==> config.mk <==
export PLATFORM = sky130hd
export DESIGN_NAME = hit_sched
export DESIGN_NICKNAME = d
export VERILOG_FILES = /design/src/rtl/hit_sched.sv
export SDC_FILE = /design/constraint.sdc
export NUM_CORES = 1
export LEC_CHECK = 0
export CAP_MARGIN = 20
export CELL_PAD_IN_SITES_DETAIL_PLACEMENT = 1
export CELL_PAD_IN_SITES_GLOBAL_PLACEMENT = 2
export CORE_AREA = 2 2 482 484
export CTS_BUF_LIST = sky130_fd_sc_hd__clkbuf_4
export DETAILED_ROUTE_END_ITERATION = 16
export DIE_AREA = 0 0 484 486
export HOLD_SLACK_MARGIN = 0.06
export PLACE_DENSITY_LB_ADDON = 0.1
export SETUP_SLACK_MARGIN = 0.2
export SYNTH_ARGS = -nofsm -noshare
export SYNTH_HDL_FRONTEND = slang
export SYNTH_SLANG_ARGS = --single-unit
==> constraint.sdc <==
create_clock -name clock -period 9.65 [get_ports clock]
set_input_delay 1.93 -clock clock [delete_from_list [all_inputs] [get_ports clock]]
set_output_delay 1.93 -clock clock [all_outputs]
set_load 0.01 [all_outputs]
==> src/rtl/hit_sched.sv <==
// hit_sched: pops one ray at a time and issues one ray/triangle job per triangle,
// reading the triangle memory one cycle ahead so a non-stalled ray streams at one job per clock.
module hit_sched #(
  parameter int unsigned D_BITS = 32,
  parameter int unsigned M_BITS = 12
) (
  input  logic                  clock,
  input  logic                  reset,
  input  logic                  enable,
  input  logic [M_BITS-1:0]     num_tris,
  input  logic                  ray_empty,
  output logic                  ray_rd_en,
  input  logic [M_BITS-1:0]     ray_id_din,
  input  logic [3*D_BITS-1:0]   ray_origin_din,
  input  logic [3*D_BITS-1:0]   ray_dir_din,
  output logic                  tri_rd_en,
  output logic [M_BITS-1:0]     tri_addr,
  input  logic [3*D_BITS-1:0]   tri_v0,
  input  logic [3*D_BITS-1:0]   tri_v1,
  input  logic [3*D_BITS-1:0]   tri_v2,
  input  logic [3*D_BITS-1:0]   tri_normal,
  input  logic                  out_full,
  output logic                  out_wr_en,
  output logic [M_BITS-1:0]     out_ray_id,
  output logic [M_BITS-1:0]     out_tri_id,
  output logic [3*D_BITS-1:0]   out_ray_origin,
  output logic [3*D_BITS-1:0]   out_ray_dir,
  output logic [3*D_BITS-1:0]   out_v0,
  output logic [3*D_BITS-1:0]   out_v1,
  output logic [3*D_BITS-1:0]   out_v2,
  output logic [3*D_BITS-1:0]   out_normal,
  output logic                  out_last,
  output logic                  busy,
  output logic [31:0]           rays_done
);

  localparam int unsigned V_BITS = 3 * D_BITS;

  localparam logic [1:0] S_IDLE  = 2'd0;
  localparam logic [1:0] S_LOAD  = 2'd1;
  localparam logic [1:0] S_READ  = 2'd2;
  localparam logic [1:0] S_WRITE = 2'd3;

  logic [1:0]        r_state;
  logic [1:0]        w_next;
  logic [M_BITS-1:0] r_ray_id;
  logic [V_BITS-1:0] r_origin;
  logic [V_BITS-1:0] r_dir;
  logic [M_BITS-1:0] r_num;
  logic [M_BITS-1:0] r_cur;
  logic [31:0]       r_rays_done;

  logic w_pop;
  logic w_wr;
  logic w_last;
  logic w_ray_done;

  // Handshake terms shared by the FSM, the datapath and the outputs
  assign w_pop      = (r_state == S_IDLE) && enable && !ray_empty;
  assign w_last     = (r_cur == (r_num - M_BITS'(1)));
  assign w_wr       = (r_state == S_WRITE) && !out_full;
  assign w_ray_done = ((r_state == S_LOAD) && (r_num == '0)) || (w_wr && w_last);

  // State register
  always_ff @(posedge clock or posedge reset) begin
    if (reset) begin
      r_state <= S_IDLE;
    end else begin
      r_state <= w_next;
    end
  end

  // Next-state logic
  always_comb begin
    w_next = r_state;
    case (r_state)
      S_IDLE:  if (w_pop) w_next = S_LOAD;
      S_LOAD:  w_next = (r_num == '0) ? S_IDLE : S_READ;
      S_READ:  w_next = S_WRITE;
      S_WRITE: if (w_wr && w_last) w_next = S_IDLE;
      default: w_next = S_IDLE;
    endcase
  end

  // Ray latch, triangle counter and completed-ray counter
  always_ff @(posedge clock or posedge reset) begin
    if (reset) begin
      r_ray_id    <= '0;
      r_origin    <= '0;
      r_dir       <= '0;
      r_num       <= '0;
      r_cur       <= '0;
      r_rays_done <= '0;
    end else begin
      if (w_pop) begin
        r_ray_id <= ray_id_din;
        r_origin <= ray_origin_din;
        r_dir    <= ray_dir_din;
        r_num    <= num_tris;
        r_cur    <= '0;
      end else if (w_wr) begin
        // Park the counter at zero once the ray is finished so tri_addr idles at zero
        r_cur <= w_last ? '0 : (r_cur + M_BITS'(1));
      end
      if (w_ray_done) begin
        r_rays_done <= r_rays_done + 32'd1;
      end
    end
  end

  // Strobes and address; the next triangle is fetched in the same cycle the current job is written
  always_comb begin
    ray_rd_en = 1'b0;
    tri_rd_en = 1'b0;
    tri_addr  = '0;
    out_wr_en = 1'b0;
    out_last  = 1'b0;
    busy      = (r_state != S_IDLE);
    if (!reset) begin
      ray_rd_en = w_pop;
    end
    case (r_state)
      S_READ: begin
        tri_rd_en = 1'b1;
        tri_addr  = r_cur;
      end
      S_WRITE: begin
        out_wr_en = w_wr;
        out_last  = w_last;
        tri_rd_en = w_wr && !w_last;
        tri_addr  = r_cur + M_BITS'(1);
      end
      default: begin
        tri_addr = '0;
      end
    endcase
  end

  // Job payload: latched ray, memory data passed straight through
  assign out_ray_id     = r_ray_id;
  assign out_tri_id     = r_cur;
  assign out_ray_origin = r_origin;
  assign out_ray_dir    = r_dir;
  assign out_v0         = tri_v0;
  assign out_v1         = tri_v1;
  assign out_v2         = tri_v2;
  assign out_normal     = tri_normal;
  assign rays_done      = r_rays_done;

endmodule

==> flow_metrics.py <==
metrics = {
    "run_status": {
        "status": "completed",
    },
    "sta": {
        "fin_crit_sh_pct": 66.51,
        "setup_viol": 0,
        "fin_skew_ns": 0.08486,
        "fin_crit_ns": 6.419,
        "relSlewSlack_pct": 29.32,
        "rsz0062_at_grt": "false",
        "hold_viol": 0,
        "fmax_ghz": 0.1558,
        "worst_pin_slew_ns": 1.060,
        "final_max_slew_viol_count": 0,
        "tns_ns": 0,
    },
    "power": {
        "leakagePower_nw": 8.597,
        "peakVddDrop_mv": 0.08057,
        "switching_power_w": 0.001969,
        "clock_power_share_pct": 26.7,
        "power.internal_w": 0.003161,
        "power_density_mw_per_mm2": 246.2,
        "power.share.sequential_pct": 34.8,
        "sw_frac_of_total_pct": 38.39,
        "p_comb_share_pct": 38.5,
    },
    "detailed_routing": {
        "wl_per_cell_um": 15.30,
        "routed_wl_um": 74450,
        "drt_pass1_iterations": 4,
        "num_vias": 11300,
        "drtIter0Drc": 275,
        "drc": 0,
        "antenna_left": 0,
        "via_per_inst": 2.321,
    },
    "logic_synthesis": {
        "synth_edf_count": 0,
        "ys_async_sr_fraction_pct": 100.0,
        "synth_ff_type": "dfrtp_1",
        "synth_cell_types": 55,
        "mappedNetlistNets": 2232,
        "yosysSeqAreaShare_pct": 46.81,
        "synthesis.area_mm2": 0.01401,
        "yosysWarnings": 0,
        "synth.avg_cell_area_um2": 8.630,
        "syn_inst": 1623,
        "synth-seq-cells": 262,
    },
    "worst_setup_path": {
        "critPathKind": "reg2out",
        "start_kind": "flip-flop",
        "required_ns": 7.72,
        "cp_data_arrival_time_ns": 4.49,
        "cp_max_fo": 22,
        "cp-end-kind": "output pin",
    },
    "clocking": {
        "cts_tree": "built",
        "cts_buffers": 105,
        "cts_hold_buf": 0,
        "clock_latency_ns": 1.13,
        "post-cts-setup-buffers": 0,
        "cts.clk_slew.worst_paths_ns": 0.06,
        "cts_max_path_buffers": 3,
        "cts_resized": 0,
        "cts-root-buf": "clkbuf_4",
        "clock_sinks": 262,
        "htreeDepth": 3,
    },
    "grt": {
        "grt_start_max_net_pins": 128,
        "grt_pass1_vias": 12760,
        "antenna_found_initial": 28,
        "grt.overflow.total": 0,
        "grt_pass1_wl_um": 103400,
        "grt_util_all_layers_pct": 6.287,
    },
    "layout": {
        "layout_common_cells": "nand2_1 (670), clkdlybuf4s50_1 (485), dfrtp_1 (262)",
        "final_cells": 4866,
        "nNetsFinal": 2386,
        "mostFrequentLayoutCell": "nand2_1",
        "finish.instance_area_mm2": 0.02084,
        "drive_above_1_share_pct": 10.32,
        "area_delta_synth_final_pct": 48.77,
    },
    "flow_run": {
        "maxCapViolations": 0,
    },
    "place": {
        "dpl.hpwl_um": 53520,
        "dpl.cell_count": 4696,
        "dpl_cell_area_mm2": 0.01964,
        "gp_congestion": 0.6622,
        "portBuffers": 485,
    },
    "floorplan": {
        "row_count": 176,
        "start_util_pct": 6.104,
        "core_area_mm2": 0.2295,
        "die_h_um": 486,
        "ios": 1254,
        "dieArea_mm2": 0.2352,
        "die_x_um": 484,
    },
    "worst_hold_path": {
        "hp-class": "reg2reg",
    },
}
-- synth_stat cells, types with 2 or more instances --
cell       instances  share of area (%)
nor4_2             3               0.27
a31oi_1            9               0.40
xnor2_1           22                1.4
and2_1            12               0.54
dfrtp_1          262                 47
nand2b_1          13               0.58
nor4_1             6               0.27
nand2_1          670                 18
mux2i_1            3               0.21
buf_4            386                 21
and3b_1            4               0.25
xor2_1            34                2.1
a211oi_2           2               0.18
and4_1             2               0.13
nand3_1           16               0.57
nand4_1            8               0.36
ha_1               4               0.36
inv_1             11               0.29
a22o_1             2               0.13
o21ai_0            4               0.14
and3_1            16               0.71
a21oi_1           16               0.57
or3_4              2               0.16
nor3_2             9               0.64
nor2b_1            2              0.089
a2111oi_2          2               0.21
buf_1              4               0.11
nor2_1            11               0.29
nor3_1             6               0.21
buf_2              2              0.071
buf_6              2               0.16
clkbuf_1          54                1.4
a211oi_1           2               0.11
-- logic make-up after synthesis --
kind of cell	share of synthesized area, %
AOI/OAI and AO/OA	2.662
xor gates and xnor gates	3.502
adders and majority gates	0.3573
buffers and inverters	22.77
DFF	46.81
muxes	0.3752
and+or+nand+nor	23.53
-- critical path: stages, from the launching register on --
cell and delay [ns]:
dfrtp_1 0.42, inv_1 0.12, ha_1 0.25, nand2b_1 0.17, or3_4 0.42, a311o_1 0.36, nor4b_4 0.18, a21oi_2 0.81
a21o_1 0.16, clkdlybuf4s50_1 0.55
-- layout make-up --
type	count	area (um^2)
Fill cell	27180	208600
Sequential cell	262	6556
Timing Repair Buffer	495	4980
Inverter	11	48.80
Multi-Input combinational cell	902	4269
Clock inverter	19	105.1
Antenna cell	8	20.02
Clock buffer	143	1074
Tap cell	3026	3786
-- registers in the layout, summed over array words and instances, names as in the netlist, named ones only --
name / flops
out_ray_dir: 96
out_ray_id: 12
out_ray_origin: 96
out_tri_id: 12
r_num: 12
r_state: 1
rays_done: 32
-- through the flow --
| step | power [W] | utilization [%] | hold WS, ns | setup slack, ns |
|---|---|---|---|---|
| finish | 0.005130 | 9.082 | 0.4704 | 3.231 |
| global placement | 0.003874 | 8.559 | 0.4586 | 3.464 |
| global route | 0.005614 | 9.079 | 0.4996 | 2.704 |
| floorplan | 0.002663 | - | 0.4785 | 0.5081 |
| CTS | 0.005396 | 9.073 | 0.4758 | 2.869 |
| detailed placement | 0.003856 | 8.559 | 0.4656 | 3.517 |
-- layer usage --
layer	part of all wire, %	GRT usage (%)	up-vias
met3	13	4.377	248
met4	4.1	2.921	42
met2	44	9.532	653
met5	0.53	0.5103	-
li1	-	-	5019
met1	38	6.558	5333
-- path summary, 6_finish.rpt --
path	from	end	slack [ns]	cells after the start
min in group asynchronous	reset	rays_done[23]$_DFFE_PP0P_	1.35	2
worst min-delay path	out_ray_origin[62]$_DFFE_PP0P_	out_ray_origin[62]$_DFFE_PP0P_	0.47	2
worst max register to register	flip-flop	out_ray_dir[65]$_DFFE_PP0P_	5.75	7
worst max-delay path	r_num[0]$_DFFE_PP0P_	tri_rd_en	3.23	9
worst min register to register	out_ray_origin[62]$_DFFE_PP0P_	out_ray_origin[62]$_DFFE_PP0P_	0.47	2
max in group asynchronous	reset	out_ray_dir[66]$_DFFE_PP0P_	6.78	4
-- power by group through the flow --
stage                     clock network, W  registers [W]  logic (W)
after floorplan                          0        0.00192   0.000747
after global placement                   0        0.00181    0.00206
after detailed placement                 0        0.00181    0.00204
after CTS                          0.00153        0.00181    0.00205
after global routing               0.00157        0.00186    0.00217
final                              0.00137        0.00179    0.00197
Note: power is estimated with default switching activity, not from simulation.
